--- config.mk ---
export PLATFORM = sky130hd
export DESIGN_NAME = mem_arbiter
export DESIGN_NICKNAME = d
export VERILOG_FILES = /design/src/rtl/mem_arb_pkg.sv /design/src/rtl/mem_arbiter.sv
export SDC_FILE = /design/constraint.sdc
export NUM_CORES = 1
export LEC_CHECK = 0
export BUFFER_PORTS_ARGS = -buffer_cell sky130_fd_sc_hd__buf_2
export CORE_AREA = 4 4 102 104
export CTS_CLUSTER_SIZE = 12
export DETAILED_ROUTE_END_ITERATION = 16
export DIE_AREA = 0 0 106 108
export PLACE_DENSITY = 0.55
export REMOVE_ABC_BUFFERS = 1
export SKIP_CTS_REPAIR_TIMING = 1
export SYNTH_ARGS = -nofsm -noshare
export SYNTH_HDL_FRONTEND = slang
export SYNTH_SLANG_ARGS = --single-unit
--- constraint.sdc ---
create_clock -name clk -period 1.6 [get_ports clk]
set_input_delay 0.16 -clock clk [delete_from_list [all_inputs] [get_ports clk]]
set_output_delay 0.16 -clock clk [all_outputs]
set_load 0.03 [all_outputs]
--- src/rtl/mem_arb_pkg.sv ---
// Shared types and default sizing for the core-to-memory arbiter.
package mem_arb_pkg;

  localparam int unsigned ADDR_W_DEF    = 32;
  localparam int unsigned DATA_W_DEF    = 32;
  localparam int unsigned MAX_D_RUN_DEF = 4;

  typedef enum logic [1:0] {
    OWN_NONE = 2'd0,
    OWN_I    = 2'd1,
    OWN_D    = 2'd2
  } owner_e;

endpackage

--- src/rtl/mem_arbiter.sv ---
// Two-port (fetch / data) arbiter in front of one single-port memory with
// one-cycle read latency; data has priority, bounded by a D-run limit.
module mem_arbiter
  import mem_arb_pkg::*;
#(
  parameter int unsigned ADDR_W    = ADDR_W_DEF,
  parameter int unsigned DATA_W    = DATA_W_DEF,
  parameter int unsigned MAX_D_RUN = MAX_D_RUN_DEF
) (
  input  logic              clk,
  input  logic              reset,
  input  logic              ireq,
  input  logic [ADDR_W-1:0] iaddr,
  output logic              igrant,
  output logic              ivalid,
  output logic [DATA_W-1:0] irdata,
  input  logic              dreq,
  input  logic              dwe,
  input  logic [ADDR_W-1:0] daddr,
  input  logic [DATA_W-1:0] dwdata,
  output logic              dgrant,
  output logic              dvalid,
  output logic [DATA_W-1:0] drdata,
  output logic              mreq,
  output logic              mwe,
  output logic [ADDR_W-1:0] maddr,
  output logic [DATA_W-1:0] mwdata,
  input  logic [DATA_W-1:0] mrdata
);

  localparam logic [3:0] RUN_MAX = 4'(MAX_D_RUN);

  owner_e     own_q, own_d;
  logic [3:0] run_q, run_d;
  logic       dwr_q, dwr_d;
  logic       d_win;

  always_comb begin
    // D wins unless fetch is waiting and D has already used its run budget.
    d_win  = dreq & ~(ireq & (run_q == RUN_MAX));
    dgrant = ~reset & d_win;
    igrant = ~reset & ireq & ~d_win;

    mreq   = igrant | dgrant;
    mwe    = dgrant & dwe;
    maddr  = dgrant ? daddr : (igrant ? iaddr : '0);
    mwdata = (dgrant & dwe) ? dwdata : '0;

    // Reset gates the response so a pending access is dropped, not returned.
    ivalid = ~reset & (own_q == OWN_I);
    dvalid = ~reset & (own_q == OWN_D);
    irdata = ivalid ? mrdata : '0;
    drdata = (dvalid & ~dwr_q) ? mrdata : '0;

    own_d = dgrant ? OWN_D : (igrant ? OWN_I : OWN_NONE);
    dwr_d = dgrant & dwe;

    run_d = run_q;
    if (~ireq | igrant) begin
      run_d = '0;
    end else if (dgrant && (run_q != RUN_MAX)) begin
      run_d = run_q + 4'd1;
    end
  end

  always_ff @(posedge clk) begin
    if (reset) begin
      own_q <= OWN_NONE;
      run_q <= '0;
      dwr_q <= 1'b0;
    end else begin
      own_q <= own_d;
      run_q <= run_d;
      dwr_q <= dwr_d;
    end
  end

endmodule
==> implementation parameters, run 1 <==
Parameter                              Value

Outcome
  Result of the run ... finished, violations left
  Violations in the final reports ... negative setup slack

Clock tree
  Clock tree from TritonCTS ... yes
  Clock latency on the worst-skew pair ... 0.23 ns
  Clock sink count ... 7
  CTS Buf Count ... 3
  Root Buffer ... sky130_fd_sc_hd__clkbuf_8
  Clock tree buffer depth ... 2
  Clock-pin slew on the worst setup and hold paths ... 0.04 ns
  CTS HTree Levels ... 1

Route
  Routed via count divided by cell count ... 4.23
  Count of vias placed by the detailed router ... 2504
  Routed WL per cell ... 16.8 µm
  Detailed-router iteration count before antenna repair ... 4
  Wire length reported by the detailed router ... 9.97 mm
  Remaining routing DRC violations ... 0
  Number of nets with antenna violations after detailed routing ... 0
  Drt initial violations ... 68

Power and ir drop
  VDD IR-drop max ... 0.000172 V
  LEAKAGE ... 0.00220 µW
  Total power ... 1390 µW
  Areal power density over the cells ... 329 nW/µm²

Min path
  Startpoint of the worst hold path ... dreq
  Hold endpoint ... own_q[0]
  Worst hold path stage count ... 2
  Worst hold path type ... in -> reg

Die
  Number of rows in the core area ... 36
  Core area ... 9550 µm²
  Top-level I/O count ... 267
  Vertical die dimension ... 108 µm
  X dimension of the die ... 106 µm
  Total Die Area ... 11400 µm²
  Initial standard-cell utilization of the core ... 0.139

Finish
  Fraction of final layout cells sized beyond drive strength 1 ... 0.838
  Area grow syn2layout ... 218%
  Commonest cells after routing, fill and taps aside ... 143 x sky130_fd_sc_hd__buf_2, 121 x sky130_fd_sc_hd__buf_6, 49 x sky130_fd_sc_hd__and2_4
  Post-layout instance area ... 4210 µm²
  Net total in the final layout ... 594
  Leading cell type in the layout, fill and taps excluded ... sky130_fd_sc_hd__buf_2

Worst setup path
  Critical R2R Capture ... dwr_q
  Setup slack of the most critical reg-to-reg path ... 0.26 ns
  Source of the critical timing path ... run_q[1]
  Signal arrival time at the worst endpoint ... 1.71 ns
  Critical Path Slowest Stage Cell ... sky130_fd_sc_hd__dfxtp_2
  CP Class ... reg -> out
  Cell-by-cell trace of the critical path ... inv_2, ha_4, nand3b_4, buf_6, a21oi_4, buf_12, clkbuf_16, a22o_1, buf_4
  Depth of the most critical reg-to-reg path ... 6
  Largest fanout on the critical path ... 8
  Delay of the slowest cell on the worst path ... 0.31 ns
  Beginning of the worst register-to-register path ... run_q[1]
  Data required time of the worst path ... 1.44 ns
  Startpoint type of the worst setup path ... flip-flop
  Crit path capture type ... primary output

STA
  Worst Max-Slew Pin Slew ... 0.565 ns
  Largest clock skew in the final design ... 0.000497 ns
  Setup repair after global routing missed its margin ... true
  Remaining max-slew budget at the tightest pin ... 0.623
  Ratio of final minimum period to clock period ... 1.17
  Count of final max-slew check failures ... 0
  Worst setup slack after layout ... -0.266 ns
  Final setup vio count ... 68
  FMAX ... 536 MHz
  Final count of hold timing violations ... 0
  Shortest clock period the worst path allows after layout ... 1.87 ns

Place
  Placed wire-length estimate ... 7.18 mm
  Final estimated routing congestion in global placement ... 0.843
  PortBufs ... 266
  Cell area after placement ... 2840 µm²

Global routing
  Overall routing resource usage ... 0.125
  Via count of the first global-routing pass ... 2243
  Initial antenna violation count ... 0
  Global-route wire length before repair ... 11.5 mm
  Residual overflow from global routing ... 0
  Pin count of the biggest net entering global routing ... 36

Synth
  Post-synth design cell area ... 1320 µm²
  Yosys reg bits ... 7
  Sequential fraction of the synthesis area ... 0.106
  Proportion of synthesized flip-flops having asynchronous set or reset ... 0
  Gate Count Post-Synth ... 183
  Number of enable-type register cells in the synthesized netlist ... 0
  Most used flip-flop cell after synthesis ... sky130_fd_sc_hd__dfxtp_1
  Number of warning messages in the yosys log ... 0
  Count of distinct cell types in the synthesized netlist ... 22
  Avg Inst Size Synth ... 7.23 µm²

Run
  Number of violations of the max-capacitance limit ... 0
-- kinds of logic after synthesis --
family                     share of synthesized area
AOI/OAI and AO/OA                              0.237
adders and majority gates                     0.0189
buffers and inverters                         0.0936
xor gates and xnor gates                     0.00662
DFF                                            0.106
and+or+nand+nor                                0.530
muxes                                        0.00756
-- critical path, delay by kind of cell (launching register included) --
| kind | cells | cell delay, ns |
|---|---|---|
| simple gates | 1 | 0.10 |
| fa+ha+maj | 1 | 0.15 |
| flops | 1 | 0.31 |
| buf+inv | 5 | 0.65 |
| compound gates | 2 | 0.26 |
-- routing by layer --
metal,wire length [µm],share of wire,track usage,vias to the layer above
met2,5370,0.54,0.239,168
met3,976,0.098,0.0406,13
met4,207,0.021,0.0379,0
li1,-,-,-,1194
met1,3410,0.34,0.129,1129
met5,0,0,0,-
-- where the power goes --
| group | switching [µW] | internal [µW] |
|---|---|---|
| logic | 479 | 471 |
| clock network | 79.8 | 173 |
| registers | 3.24 | 181 |
-- synthesized netlist by cell type (2+ instances only) --
cell,instances,area [µm²]
sky130_fd_sc_hd__a22o_1,32,280
sky130_fd_sc_hd__nor3b_1,2,15.0
sky130_fd_sc_hd__o211a_1,2,20.0
sky130_fd_sc_hd__ha_1,2,25.0
sky130_fd_sc_hd__and2_1,66,413
sky130_fd_sc_hd__inv_1,5,18.8
sky130_fd_sc_hd__nor2_1,3,11.3
sky130_fd_sc_hd__clkbuf_1,12,45.0
sky130_fd_sc_hd__and3_1,32,200
sky130_fd_sc_hd__buf_6,4,45.0
sky130_fd_sc_hd__nor3_1,4,20.0
sky130_fd_sc_hd__buf_2,3,15.0
sky130_fd_sc_hd__dfxtp_1,7,140
-- metrics by stage --
| step | setup WS, ns | instances | util | TNS (ns) | hold slack, ns |
|---|---|---|---|---|---|
| CTS | -0.398 | 576 | 0.302 | -25.76 | 0.200 |
| floorplan | -1.12 | 164 | - | -107.79 | 0.252 |
| finish | -0.266 | 592 | 0.441 | -14.07 | 0.229 |
| global placement | -0.108 | 572 | 0.297 | -3.08 | 0.441 |
| global route | -0.330 | 591 | 0.441 | -18.77 | 0.269 |
| detailed placement | -0.143 | 572 | 0.297 | -4.55 | 0.442 |
-- sequential cells by signal, summed over array words and instances (netlist names) --
signal,cells
run_q,4
own_q,2
dwr_q,1
-- final cells by class --
| class | count | area (µm²) |
|---|---|---|
| timing repair buffer | 290 | 2450 |
| inverter | 5 | 18.8 |
| tap | 133 | 166 |
| sequential | 7 | 145 |
| clock buffer | 4 | 45.0 |
| antenna | 1 | 2.50 |
| multi-input combinational | 152 | 1380 |
| fill | 910 | 5340 |
-- worst max path at each step --
stage | slack, ns | to
floorplan | -1.12 | irdata[0]
global placement | -0.11 | maddr[25]
detailed placement | -0.14 | maddr[25]
CTS | -0.40 | maddr[25]
global route | -0.33 | maddr[21]
finish | -0.27 | maddr[31]
Note: power is estimated with default switching activity, not from simulation.
==> inputs of run 2 (changes only) <==
--- a/config.mk
+++ b/config.mk
@@ -10,6 +10,7 @@
 export CTS_CLUSTER_SIZE = 12
 export DETAILED_ROUTE_END_ITERATION = 16
 export DIE_AREA = 0 0 106 108
+export MAX_ROUTING_LAYER = met4
 export PLACE_DENSITY = 0.55
 export REMOVE_ABC_BUFFERS = 1
 export SKIP_CTS_REPAIR_TIMING = 1
==> implementation parameters, run 2 (synthesis results as in run 1) <==
Parameter                              Value

Clock tree
  Clock tree buffer depth ... 2 (unchanged)
  Clock sink count ... 7 (unchanged)
  Root Buffer ... sky130_fd_sc_hd__clkbuf_8
  Clock-pin slew on the worst setup and hold paths ... 0.04 ns (about the same)
  Clock latency on the worst-skew pair ... 0.23 ns (about the same)
  CTS Buf Count ... 3 (unchanged)
  Clock tree from TritonCTS ... yes
  CTS HTree Levels ... 1 (unchanged)

Route
  Wire length reported by the detailed router ... 9.99 mm (+0.27%)
  Count of vias placed by the detailed router ... 2511 (+0.28%)
  Remaining routing DRC violations ... 0 (unchanged)
  Met1 layer wirelength in the final routing ... 3.52 mm (+3.3%)
  Wire length on met2 ... 5.41 mm (+0.71%)
  Met3 wirelength from detailed routing ... 853 µm (-13%)
  Number of nets with antenna violations after detailed routing ... 0 (unchanged)
  Highest routed metal layer ... met4
  Detailed-router iteration count before antenna repair ... 4 (unchanged)
  Routed WL per cell ... 16.9 µm (+0.27%)
  Drt initial violations ... 60 (-12%)
  Routed via count divided by cell count ... 4.24 (+0.28%)

Worst setup path
  Signal arrival time at the worst endpoint ... 1.71 ns (about the same)
  Critical Path Slowest Stage Cell ... sky130_fd_sc_hd__dfxtp_2
  Setup slack of the most critical reg-to-reg path ... 0.26 ns (about the same)
  Category of cells accounting for the largest share of critical-path delay ... buffers and inverters
  Critical R2R Capture ... dwr_q
  Delay of the slowest cell on the worst path ... 0.31 ns (about the same)
  CP Class ... reg -> out
  Largest fanout on the critical path ... 8 (unchanged)
  Crit path capture type ... primary output
  Beginning of the worst register-to-register path ... run_q[1]
  Cell-by-cell trace of the critical path ... inv_2, ha_4, nand3b_4, buf_6, a21oi_4, buf_12, clkbuf_16, a22o_1, buf_4
  Startpoint type of the worst setup path ... flip-flop
  Buf+Inv Stages, Crit Path ... 5 (unchanged)
  Data required time of the worst path ... 1.44 ns (about the same)
  Depth of the most critical reg-to-reg path ... 6 (unchanged)

Outcome
  Result of the run ... finished, violations left
  Violations in the final reports ... negative setup slack

STA
  Count of final max-slew check failures ... 0 (unchanged)
  Final count of hold timing violations ... 0 (unchanged)
  Setup TNS after final layout ... -14.10 ns (-0.0285 ns)
  Ratio of final minimum period to clock period ... 1.17 (about the same)
  Worst hold slack ... 0.229 ns (-0.000415 ns)
  Setup repair after global routing missed its margin ... true
  Largest clock skew in the final design ... 0.000499 ns (+0.00000259 ns)
  Shortest clock period the worst path allows after layout ... 1.87 ns (+0.000738 ns)
  Remaining max-slew budget at the tightest pin ... 0.620 (-0.00384)
  Final setup vio count ... 68 (unchanged)
  Worst setup slack after layout ... -0.267 ns (-0.000738 ns)
  Worst Max-Slew Pin Slew ... 0.571 ns (+0.00576 ns)
  FMAX ... 536 MHz (about the same)

Die
  Number of rows in the core area ... 36 (unchanged)
  Core area ... 9550 µm² (unchanged)
  X dimension of the die ... 106 µm (unchanged)
  Vertical die dimension ... 108 µm (unchanged)
  Total Die Area ... 11400 µm² (unchanged)
  Initial standard-cell utilization of the core ... 0.139 (unchanged)
  Top-level I/O count ... 267 (unchanged)

Min path
  Worst hold path type ... in -> reg
  Startpoint of the worst hold path ... dreq
  Hold endpoint ... own_q[0]
  Worst hold path stage count ... 2 (unchanged)

Finish
  Leading cell type in the layout, fill and taps excluded ... sky130_fd_sc_hd__buf_2
  Net total in the final layout ... 594 (unchanged)
  Fin cells ... 592 (unchanged)
  Largest register by flop count ... run_q
  Number of inserted filler cells in the final layout ... 913 (+0.33%)
  Max reg flops ... 4 (unchanged)
  Area grow syn2layout ... 218%
  Fraction of final layout cells sized beyond drive strength 1 ... 0.838 (unchanged)
  Largest registers ... run_q: 4 flops, own_q: 2 flops, dwr_q: 1 flops
  Commonest cells after routing, fill and taps aside ... 143 x sky130_fd_sc_hd__buf_2, 119 x sky130_fd_sc_hd__buf_6, 49 x sky130_fd_sc_hd__and2_4
  Final core utilization ... 0.440 (-0.000786)

Power and ir drop
  Areal power density over the cells ... 329 nW/µm² (about the same)
  LEAKAGE ... 0.00220 µW (about the same)
  VDD IR-drop max ... 0.000172 V (about the same)

Global routing
  Residual overflow from global routing ... 0 (unchanged)
  Global-route wire length before repair ... 11.5 mm (unchanged)
  Overall routing resource usage ... 0.128 (+0.00374)
  Via count of the first global-routing pass ... 2240 (-0.13%)
  Pin count of the biggest net entering global routing ... 36 (unchanged)
  Initial antenna violation count ... 0 (unchanged)

Place
  Placed wire-length estimate ... 7.18 mm (unchanged)
  Final estimated routing congestion in global placement ... 0.857 (+1.6%)
  Pre-CTS worst setup slack ... -0.143 ns (unchanged)
  PortBufs ... 266 (unchanged)
  Number of cells in the design after placement ... 572 (unchanged)

Run
  Number of violations of the max-capacitance limit ... 0 (unchanged)
run 2: metal layers:
layer	vias to the layer above	track usage
met3	13	0.0275
met1	1131	0.139
met4	0	0.0379
li1	1193	-
met2	174	0.237
met5	-	-
run 2: worst max-delay path by stage:
stage	start	endpoint	slack (ns)	cells after the start
detailed placement	run_q[1]	maddr[25]	-0.14	8
floorplan	own_q[0]	irdata[0]	-1.12	2
global placement	run_q[0]	maddr[25]	-0.11	7
finish	run_q[1]	maddr[31]	-0.27	9
CTS	run_q[1]	maddr[25]	-0.40	8
global route	run_q[1]	maddr[21]	-0.33	9
run 2: area by class of cell:
| type | count | area [µm²] | area share |
|---|---|---|---|
| Timing Repair Buffer | 290 | 2450 | 0.582 |
| Multi-Input combinational cell | 152 | 1380 | 0.328 |
| Tap cell | 133 | 166 | 0.0396 |
| Sequential cell | 7 | 145 | 0.0345 |
| Clock buffer | 4 | 45.0 | 0.0107 |
| Inverter | 5 | 18.8 | 0.00446 |
| Antenna cell | 1 | 2.50 | 0.000595 |
run 2: stage by stage:
step / total power [µW] / cell area [µm²]
finish: 1380 / 4200
detailed placement: 880 / 2840
global route: 1450 / 4200
global placement: 875 / 2840
CTS: 1140 / 2880
floorplan: 539 / 1220
run 2: where the power goes:
| group | internal (µW) | switching [µW] |
|---|---|---|
| registers | 181 | 3.24 |
| logic | 469 | 478 |
| clock network | 173 | 79.8 |
==> inputs of run 3 (changes only) <==
--- a/config.mk
+++ b/config.mk
@@ -12,8 +12,6 @@
 export DIE_AREA = 0 0 106 108
 export MAX_ROUTING_LAYER = met4
 export PLACE_DENSITY = 0.55
-export REMOVE_ABC_BUFFERS = 1
-export SKIP_CTS_REPAIR_TIMING = 1
 export SYNTH_ARGS = -nofsm -noshare
 export SYNTH_HDL_FRONTEND = slang
 export SYNTH_SLANG_ARGS = --single-unit
==> implementation parameters, run 3 (synthesis results as in run 1) <==
Parameter                              Value

Route
  Number of nets with antenna violations after detailed routing ... 0 (unchanged)
  Count of vias placed by the detailed router ... 2556 (+1.8%)
  Wire length reported by the detailed router ... 9.81 mm (-1.9%)
  Detailed-router iteration count before antenna repair ... 4 (unchanged)
  Remaining routing DRC violations ... 0 (unchanged)
  Drt initial violations ... 76 (+27%)
  Routed WL per cell ... 16.5 µm (-2.5%)
  Routed via count divided by cell count ... 4.29 (+1.1%)

Power and ir drop
  LEAKAGE ... 0.00239 µW (+8.7%)
  VDD IR-drop max ... 0.000188 V (+9.3%)
  Total power ... 1450 µW (+5.0%)
  Areal power density over the cells ... 323 nW/µm² (-2.0%)

Outcome
  Result of the run ... finished, violations left
  Violations in the final reports ... negative setup slack

STA
  Shortest clock period the worst path allows after layout ... 1.87 ns (+0.00548 ns)
  Worst Max-Slew Pin Slew ... 0.536 ns (-0.0347 ns)
  Worst setup slack after layout ... -0.272 ns (-0.00548 ns)
  Final count of hold timing violations ... 0 (unchanged)
  Setup TNS after final layout ... -15.54 ns (-1.44 ns)
  Final setup vio count ... 90 (+32%)
  Count of final max-slew check failures ... 0 (unchanged)
  Ratio of final minimum period to clock period ... 1.17 (+0.00342)
  FMAX ... 534 MHz (-0.29%)
  Setup repair after global routing missed its margin ... true
  Largest clock skew in the final design ... 0.00239 ns (+0.00189 ns)
  Remaining max-slew budget at the tightest pin ... 0.643 (+0.0231)

Clock tree
  Clock tree from TritonCTS ... yes
  Post-CTS Hold Buffers ... 0
  Clock latency on the worst-skew pair ... 0.22 ns (about the same)
  CTS Buf Count ... 3 (unchanged)
  Clock sink count ... 7 (unchanged)
  Root Buffer ... sky130_fd_sc_hd__clkbuf_8
  Clock-pin slew on the worst setup and hold paths ... 0.04 ns (about the same)
  Clock tree buffer depth ... 2 (unchanged)
  CTS HTree Levels ... 1 (unchanged)

Place
  PortBufs ... 266 (unchanged)
  Placed wire-length estimate ... 6.49 mm (-9.6%)
  Final estimated routing congestion in global placement ... 0.792 (-7.6%)

Global routing
  Via count of the first global-routing pass ... 2454 (+9.6%)
  Global-route wire length before repair ... 12.2 mm (+6.2%)
  Pin count of the biggest net entering global routing ... 35 (-2.8%)
  Overall routing resource usage ... 0.133 (+0.00416)
  Initial antenna violation count ... 0 (unchanged)
  Residual overflow from global routing ... 0 (unchanged)

Die
  Total Die Area ... 11400 µm² (unchanged)
  X dimension of the die ... 106 µm (unchanged)
  Core area ... 9550 µm² (unchanged)
  Vertical die dimension ... 108 µm (unchanged)
  Number of rows in the core area ... 36 (unchanged)
  Top-level I/O count ... 267 (unchanged)
  Initial standard-cell utilization of the core ... 0.139 (unchanged)

Worst setup path
  Signal arrival time at the worst endpoint ... 1.71 ns (about the same)
  CP Class ... reg -> out
  Crit path capture type ... primary output
  Data required time of the worst path ... 1.44 ns (about the same)
  Largest fanout on the critical path ... 23 (+15)
  Startpoint type of the worst setup path ... flip-flop

Synth
  Net Count, Synth ... 318

Finish
  Leading cell type in the layout, fill and taps excluded ... sky130_fd_sc_hd__buf_2
  Area grow syn2layout ... 240%
  Final core utilization ... 0.472 (+0.0316)
  Net total in the final layout ... 599 (+0.84%)
  Fraction of final layout cells sized beyond drive strength 1 ... 0.896 (+0.0579)
  Ant diodes ... 0 (-1)
  Commonest cells after routing, fill and taps aside ... 144 x sky130_fd_sc_hd__buf_2, 112 x sky130_fd_sc_hd__buf_6, 48 x sky130_fd_sc_hd__and2_4
  Largest register by flop count ... run_q
  Largest registers ... run_q: 4 flops, own_q: 2 flops, dwr_q: 1 flops
  Max reg flops ... 4 (unchanged)

Min path
  Worst hold path type ... in -> reg

Run
  Number of violations of the max-capacitance limit ... 0 (unchanged)
-- run 3: stage by stage --
step	hold slack [ns]	setup WS (ns)	cells	instance area [µm²]
final	0.221	-0.272	596	4510
after global routing	0.245	-0.346	596	4510
after CTS	0.231	-0.288	583	3750
after detailed placement	0.448	-0.0861	573	3090
after global placement	0.451	-0.0731	573	3090
after floorplan	0.252	-0.105	183	1580
-- run 3: report_power, final --
| group | leakage, µW | internal [µW] | switching, µW | total (µW) |
|---|---|---|---|---|
| combinational | 0.00231 | 528 | 499 | 1030 |
| clock | 0.0000228 | 172 | 70.8 | 243 |
| sequential | 0.0000587 | 181 | 3.68 | 185 |
-- run 3: path summary, 6_finish.rpt --
path	from	endpoint	slack, ns	cells after the start
max	run_q[1]	maddr[4]	-0.27	7
min	dreq	own_q[0]	0.22	2
max reg2reg	run_q[1]	dwr_q	0.23	6
min reg2reg	run_q[0]	run_q[0]	0.52	2
-- run 3: layer usage --
layer | part of all wire | wire length [µm] | GRT usage
met1 | 0.36 | 3550 | 0.149
met2 | 0.56 | 5450 | 0.247
met3 | 0.078 | 761 | 0.0227
met4 | 0.0051 | 50 | 0.0287
met5 | 0 | 0 | -
-- run 3: cell type report --
class / instances / area (µm²)
Clock buffer: 4 / 45.0
Fill cell: 892 / 5040
Inverter: 5 / 18.8
Multi-Input combinational cell: 152 / 1580
Sequential cell: 7 / 145
Tap cell: 133 / 166
Timing Repair Buffer: 295 / 2550
-- run 3: what timing repair did --
item	4_1_cts	5_1_grt
pin swaps	4	45
setup buffers	2	4
cloned	4	9
resized for setup	153	215
endpoints found under the setup margin	99	131
-- run 3: critical path: stages (launching register included) --
cell                       delay [ns]
sky130_fd_sc_hd__dfxtp_2         0.32
sky130_fd_sc_hd__inv_2           0.06
sky130_fd_sc_hd__ha_4            0.14
sky130_fd_sc_hd__nand3b_4        0.08
sky130_fd_sc_hd__o211a_4         0.31
sky130_fd_sc_hd__buf_16          0.18
sky130_fd_sc_hd__a22o_1          0.25
sky130_fd_sc_hd__buf_6           0.14
